<file path="config.mk">
export PLATFORM = sky130hd
export DESIGN_NAME = cpu_bus_req_queue
export DESIGN_NICKNAME = d
export VERILOG_FILES = /design/src/rtl/cpu_bus_req_queue.sv
export SDC_FILE = /design/constraint.sdc
export NUM_CORES = 1
export LEC_CHECK = 0
export BUFFER_PORTS_ARGS = -buffer_cell sky130_fd_sc_hd__buf_2
export CAP_MARGIN = 25
export CORE_MARGIN = 2
export CORE_UTILIZATION = 58
export DETAILED_ROUTE_END_ITERATION = 6
export GPL_TIMING_DRIVEN = 0
export PLACE_DENSITY = 0.87
export SKIP_CTS_REPAIR_TIMING = 1
export SLEW_MARGIN = 25
export SYNTH_ARGS = -nofsm -noshare
export SYNTH_HDL_FRONTEND = slang
export SYNTH_SLANG_ARGS = --single-unit
export TNS_END_PERCENT = 20
</file>
<file path="constraint.sdc">
create_clock -name clk -period 2.5 [get_ports clk]
set_input_delay 0.75 -clock clk [delete_from_list [all_inputs] [get_ports clk]]
set_output_delay 0.75 -clock clk [all_outputs]
set_load 0.005 [all_outputs]
</file>
<file path="src/rtl/cpu_bus_req_queue.sv">
// Request queue between a CPU core and the interconnect: a small FIFO of
// requests feeding a two-state issue engine with a bounded wait for bus_ready.
module cpu_bus_req_queue #(
    parameter int ADDR_WIDTH     = 64,
    parameter int DATA_WIDTH     = 64,
    parameter int DEPTH          = 4,
    parameter int TIMEOUT_CYCLES = 256
) (
    input  logic                         clk,
    input  logic                         rst_n,

    input  logic                         in_valid,
    output logic                         in_ready,
    input  logic [ADDR_WIDTH-1:0]        in_addr,
    input  logic [DATA_WIDTH-1:0]        in_wdata,
    input  logic                         in_we,
    input  logic [7:0]                   in_be,
    input  logic [3:0]                   in_tag,

    output logic                         bus_req,
    output logic [ADDR_WIDTH-1:0]        bus_addr,
    output logic [DATA_WIDTH-1:0]        bus_wdata,
    output logic                         bus_we,
    output logic [7:0]                   bus_be,
    input  logic [DATA_WIDTH-1:0]        bus_rdata,
    input  logic                         bus_ready,

    output logic                         rsp_valid,
    output logic [3:0]                   rsp_tag,
    output logic [DATA_WIDTH-1:0]        rsp_rdata,
    output logic                         rsp_we,
    output logic                         rsp_err,

    output logic [$clog2(DEPTH+1)-1:0]   occupancy,
    output logic [15:0]                  err_count
);

    localparam int PW = $clog2(DEPTH);
    localparam int CW = $clog2(DEPTH + 1);
    localparam int WW = $clog2(TIMEOUT_CYCLES);
    localparam int EW = 4 + 1 + 8 + DATA_WIDTH + ADDR_WIDTH;

    localparam logic [CW-1:0] DEPTH_C   = CW'(DEPTH);
    localparam logic [WW-1:0] WAIT_LAST = WW'(TIMEOUT_CYCLES - 1);

    localparam logic ST_IDLE  = 1'b0;
    localparam logic ST_ISSUE = 1'b1;

    // FIFO bookkeeping
    logic [PW-1:0]            wr_ptr_q, wr_ptr_d;
    logic [PW-1:0]            rd_ptr_q, rd_ptr_d;
    logic [CW-1:0]            count_q, count_d;
    logic                     push;
    logic                     pop;
    logic [EW-1:0]            in_entry;
    logic [DEPTH-1:0][EW-1:0] mem_flat;
    logic [EW-1:0]            head;

    logic [3:0]               head_tag;
    logic                     head_we;
    logic [7:0]               head_be;
    logic [DATA_WIDTH-1:0]    head_wdata;
    logic [ADDR_WIDTH-1:0]    head_addr;

    // Issue engine
    logic                     state_q, state_d;
    logic [WW-1:0]            wait_q, wait_d;
    logic [ADDR_WIDTH-1:0]    bus_addr_q, bus_addr_d;
    logic [DATA_WIDTH-1:0]    bus_wdata_q, bus_wdata_d;
    logic                     bus_we_q, bus_we_d;
    logic [7:0]               bus_be_q, bus_be_d;
    logic [3:0]               bus_tag_q, bus_tag_d;

    // Completion
    logic                     rsp_valid_q, rsp_valid_d;
    logic [3:0]               rsp_tag_q, rsp_tag_d;
    logic [DATA_WIDTH-1:0]    rsp_rdata_q, rsp_rdata_d;
    logic                     rsp_we_q, rsp_we_d;
    logic                     rsp_err_q, rsp_err_d;
    logic [15:0]              err_count_q, err_count_d;

    assign in_ready = (count_q < DEPTH_C);
    assign push     = in_valid & in_ready;
    assign in_entry = {in_tag, in_we, in_be, in_wdata, in_addr};

    // One storage slot per entry; a slot only loads when the write pointer selects it.
    genvar gi;
    generate
        for (gi = 0; gi < DEPTH; gi++) begin : g_slot
            logic [EW-1:0] slot_q;

            always_ff @(posedge clk or negedge rst_n) begin
                if (!rst_n) begin
                    slot_q <= '0;
                end else if (push && (wr_ptr_q == PW'(gi))) begin
                    slot_q <= in_entry;
                end
            end

            assign mem_flat[gi] = slot_q;
        end
    endgenerate

    assign head = mem_flat[rd_ptr_q];
    assign {head_tag, head_we, head_be, head_wdata, head_addr} = head;

    always_comb begin
        wr_ptr_d = wr_ptr_q;
        rd_ptr_d = rd_ptr_q;
        count_d  = count_q;
        if (push) begin
            wr_ptr_d = wr_ptr_q + PW'(1);
        end
        if (pop) begin
            rd_ptr_d = rd_ptr_q + PW'(1);
        end
        case ({push, pop})
            2'b10:   count_d = count_q + CW'(1);
            2'b01:   count_d = count_q - CW'(1);
            default: count_d = count_q;
        endcase
    end

    // A pop only looks at the registered count, so an entry pushed into an
    // empty FIFO becomes visible to the engine one cycle later.
    always_comb begin
        state_d     = state_q;
        wait_d      = wait_q;
        pop         = 1'b0;
        bus_addr_d  = bus_addr_q;
        bus_wdata_d = bus_wdata_q;
        bus_we_d    = bus_we_q;
        bus_be_d    = bus_be_q;
        bus_tag_d   = bus_tag_q;
        rsp_valid_d = 1'b0;
        rsp_tag_d   = rsp_tag_q;
        rsp_rdata_d = rsp_rdata_q;
        rsp_we_d    = rsp_we_q;
        rsp_err_d   = rsp_err_q;
        err_count_d = err_count_q;

        if (state_q == ST_IDLE) begin
            if (count_q != '0) begin
                pop         = 1'b1;
                bus_addr_d  = head_addr;
                bus_wdata_d = head_wdata;
                bus_we_d    = head_we;
                bus_be_d    = head_be;
                bus_tag_d   = head_tag;
                wait_d      = '0;
                state_d     = ST_ISSUE;
            end
        end else begin
            if (bus_ready) begin
                // Ready on the last allowed cycle still completes cleanly.
                rsp_valid_d = 1'b1;
                rsp_tag_d   = bus_tag_q;
                rsp_we_d    = bus_we_q;
                rsp_rdata_d = bus_rdata;
                rsp_err_d   = 1'b0;
                state_d     = ST_IDLE;
            end else if (wait_q == WAIT_LAST) begin
                rsp_valid_d = 1'b1;
                rsp_tag_d   = bus_tag_q;
                rsp_we_d    = bus_we_q;
                rsp_rdata_d = '0;
                rsp_err_d   = 1'b1;
                state_d     = ST_IDLE;
                if (err_count_q != 16'hFFFF) begin
                    err_count_d = err_count_q + 16'd1;
                end
            end else begin
                wait_d = wait_q + WW'(1);
            end
        end
    end

    always_ff @(posedge clk or negedge rst_n) begin
        if (!rst_n) begin
            wr_ptr_q    <= '0;
            rd_ptr_q    <= '0;
            count_q     <= '0;
            state_q     <= ST_IDLE;
            wait_q      <= '0;
            bus_addr_q  <= '0;
            bus_wdata_q <= '0;
            bus_we_q    <= 1'b0;
            bus_be_q    <= '0;
            bus_tag_q   <= '0;
            rsp_valid_q <= 1'b0;
            rsp_tag_q   <= '0;
            rsp_rdata_q <= '0;
            rsp_we_q    <= 1'b0;
            rsp_err_q   <= 1'b0;
            err_count_q <= '0;
        end else begin
            wr_ptr_q    <= wr_ptr_d;
            rd_ptr_q    <= rd_ptr_d;
            count_q     <= count_d;
            state_q     <= state_d;
            wait_q      <= wait_d;
            bus_addr_q  <= bus_addr_d;
            bus_wdata_q <= bus_wdata_d;
            bus_we_q    <= bus_we_d;
            bus_be_q    <= bus_be_d;
            bus_tag_q   <= bus_tag_d;
            rsp_valid_q <= rsp_valid_d;
            rsp_tag_q   <= rsp_tag_d;
            rsp_rdata_q <= rsp_rdata_d;
            rsp_we_q    <= rsp_we_d;
            rsp_err_q   <= rsp_err_d;
            err_count_q <= err_count_d;
        end
    end

    assign bus_req   = (state_q == ST_ISSUE);
    assign bus_addr  = bus_addr_q;
    assign bus_wdata = bus_wdata_q;
    assign bus_we    = bus_we_q;
    assign bus_be    = bus_be_q;

    assign rsp_valid = rsp_valid_q;
    assign rsp_tag   = rsp_tag_q;
    assign rsp_rdata = rsp_rdata_q;
    assign rsp_we    = rsp_we_q;
    assign rsp_err   = rsp_err_q;

    assign occupancy = count_q;
    assign err_count = err_count_q;

endmodule

</file>
==> impl_metrics.env <==
export IMPL_synthTopCellsByArea="dfrtp_1, mux2_2, mux4_2"
export IMPL_numPortBuffers=437
export IMPL_synth_flop_cell="dfrtp_1"
export IMPL_ant_nets=0
export IMPL_start_kind="flop"
export IMPL_yosys_register_bits=808
export IMPL_ys_warnings_count=0
export IMPL_wl_per_cell_um=22.5
export IMPL_critPathKind="reg2reg"
export IMPL_fmax_mhz=426
export IMPL_tightest_slew_ns=0.846
export IMPL_finalCoreUtilization_pct=69.5
export IMPL_nFillCells=3734
export IMPL_ir_drop_mv=0.850
export IMPL_seq_area_um2=20200
export IMPL_start_util_pct=58.4
export IMPL_whs_ns=0.0286
export IMPL_drc=0
export IMPL_fin_crit_ns=2.35
export IMPL_slew_headroom_pct=43.0
export IMPL_synth_top_area_share_pct=60.4
export IMPL_synth_nets=2502
export IMPL_track_usage_pct=28.0
export IMPL_critPathBufInv=2
export IMPL_grt_start_max_net_pins=104
export IMPL_placed_area_um2=36900
export IMPL_synth_edf_count=0
export IMPL_die_h_um=244
export IMPL_status="finished, final reports clean"
export IMPL_die_area_um2=59700
export IMPL_hold_viol=0
export IMPL_path_max_fanout=10
export IMPL_areaGrowthSynthToFinish_pct=19.0
export IMPL_critical_path_most_common_cell="nand2_1"
export IMPL_grt_pass1_vias=22896
export IMPL_drt_initial_drc_count=1270
export IMPL_cts_root_buf="clkbuf_16"
export IMPL_cpLargestDelayFamily="buffers and inverters"
export IMPL_netlist_area_um2=33500
export IMPL_multiInputGateArea_um2=12600
export IMPL_layout_nets=3029
export IMPL_first_pass_iters=5
export IMPL_via_count=21206
export IMPL_maxCapViolations=0
export IMPL_grt_ovfl_total=0
export IMPL_hp_class="in2async"
export IMPL_numCtsBuffers=82
export IMPL_wirelength_um=82500
export IMPL_cts_tree="built"
export IMPL_ios=438
export IMPL_cp_slowest_stage_delay_ns=0.62
export IMPL_dpl_hpwl_um=57200
export IMPL_clk_pin_slew_ns=0.06
export IMPL_die_w_um=244
export IMPL_async_reset_ff_share_pct=100
export IMPL_rows=88
export IMPL_htree_levels=3
export IMPL_post_route_cells_drive_above_1_share_pct=47.8
export IMPL_setup_violations_final=0
export IMPL_gp_congestion=0.834
export IMPL_yosysTopAreaCell="dfrtp_1"
export IMPL_syn_inst=2285
export IMPL_critPathSlowestCell="dfrtp_1"
export IMPL_grt_pass1_wl_um=129000
export IMPL_clk_latency_ns=0.62
export IMPL_cts_sinks=808
export IMPL_rsz0062_at_grt="yes"
export IMPL_leakage_nw=18.9
export IMPL_netlist_cell_type_count=40
export IMPL_ys_seq_area_share_pct=60.4
export IMPL_min_period_over_period_pct=94.0
export IMPL_power_density_nw_per_um2=1400
export IMPL_finalPower_w=0.0559
export IMPL_cts_path_max_buffers=3
export IMPL_antenna_found_initial=37
export IMPL_end_kind="flop"
export IMPL_fin_skew_ns=0.0158
export IMPL_path_depth=5
export IMPL_vias_per_cell=5.78
export IMPL_crit_path_cell_trace="clkbuf_4 > buf_2 > mux4_2 > nand2_1 > nand2_1"
export IMPL_crit_required_ns=3.00
export IMPL_arrival_ns=2.85
export IMPL_coreArea_um2=57400
export IMPL_design_area_um2=39900
export IMPL_slew_viol_final=0
export IMPL_worstRegToRegCells=5
export IMPL_synth_avg_cell_area_um2=14.7
-- report_power, final --
group	internal (W)	total [W]	switching (W)	leakage [nW]
registers	0.0195	0.0229	0.00341	9.85
logic	0.0108	0.0200	0.00925	7.62
clock network	0.00787	0.0130	0.00509	1.44
total	0.0381	0.0559	0.0177	18.9
-- per-layer routing --
| metal | up-vias | routed length (um) | global-route usage, % |
|---|---|---|---|
| met5 | - | 158 | 0 |
| met3 | 203 | 5700 | 6.65 |
| li1 | 9216 | - | - |
| met2 | 665 | 41500 | 46.4 |
| met1 | 11098 | 32000 | 35.4 |
| met4 | 24 | 3200 | 12.3 |
-- sequential cells by signal (all words and copies together), names as in the netlist --
name / flops
wr_ptr_q: 2
rsp_tag: 4
bus_tag_q: 4
rsp_valid: 1
bus_be: 8
bus_addr: 64
rsp_we: 1
wait_q: 8
rsp_rdata: 64
rsp_err: 1
rd_ptr_q: 2
occupancy: 3
err_count: 16
bus_we: 1
g_slot.slot_q: 564
bus_req: 1
bus_wdata: 64
-- worst reg2reg max path, cell delays in order (launching register included) --
cell and delay [ns]:
dfrtp_1 0.62, clkbuf_4 0.43, buf_2 0.43, mux4_2 0.57
nand2_1 0.13, nand2_1 0.07
-- worst paths after layout --
check                                          startpoint                               end  slack [ns]
worst min register to register  bus_wdata[32]$_DFFE_PN0P_         bus_wdata[32]$_DFFE_PN0P_        0.47
max in group asynchronous                           rst_n  g_slot[0].slot_q[83]$_DFFE_PN0P_        0.24
worst max register to register    rd_ptr_q[0]$_DFFE_PN0P_         bus_wdata[62]$_DFFE_PN0P_        0.15
min in group clk                            bus_rdata[60]         rsp_rdata[60]$_DFFE_PN0P_        0.35
worst max-delay path              rd_ptr_q[0]$_DFFE_PN0P_         bus_wdata[62]$_DFFE_PN0P_        0.15
worst min-delay path                                rst_n         rsp_rdata[12]$_DFFE_PN0P_        0.03
-- logic make-up (layout without fill, tap and decap cells) --
| kind of cell | count (synthesis) | after routing | share of synthesized area (%) |
|---|---|---|---|
| AOI/OAI and AO/OA | 77 | 77 | 1.91 |
| xor gates and xnor gates | 20 | 20 | 0.523 |
| adders and majority gates | 8 | 8 | 0.321 |
| buffers and inverters | 153 | 746 | 1.95 |
| DFF | 808 | 808 | 60.4 |
| muxes | 715 | 715 | 28.8 |
| other | 0 | 26 | 0 |
| and+or+nand+nor | 504 | 504 | 6.15 |
-- cell usage in the layout, fill, tap and decap left out, types with 5 or more instances in the layout --
cell and instances:
a22o_1 65, buf_1 25, buf_16 9, buf_2 498, bufinv_16 9, clkbuf_1 52
clkbuf_16 87, clkbuf_2 8, clkbuf_8 20, clkinv_2 18, dfrtp_1 808, diode_2 26
ha_1 7, inv_1 11, mux2_2 571, mux4_2 141, nand2_1 440, nand3_1 14
nand4_1 6, nor2_1 5, nor3_1 11, nor4_1 5, o21ai_0 5, xnor2_1 5
xor2_1 15
-- area by class of cell --
cell class / count / share of cell area, %
antenna: 26 / 0.163
buffer: 139 / 1.56
clock buffer: 117 / 6.25
clock inverter: 33 / 1.03
inverter: 12 / 0.132
multi-input combinational: 1324 / 31.7
sequential: 808 / 50.7
tap: 765 / 2.40
timing repair buffer: 445 / 6.09
-- through the flow --
step	instances	TNS, ns	worst slack [ns]
after detailed placement	3495	-381.58	-0.924
final	3669	0	0.150
after CTS	3645	-109.11	-0.925
after global placement	3487	-	-14.81
after floorplan	2285	0	0.190
after global routing	3664	-8.57	-0.102
-- synthesized netlist by cell type (all sizes together) (5+ instances only) --
cell / n
a22o: 65
ha: 7
xnor2: 5
nor2: 5
nand4: 7
nor4: 6
dfrtp: 808
o21ai: 6
nand2: 440
mux4: 141
mux2: 571
xor2: 15
buf: 88
nor3: 11
nand3: 14
inv: 12
clkbuf: 53
Power figures use the tool's default switching activity.
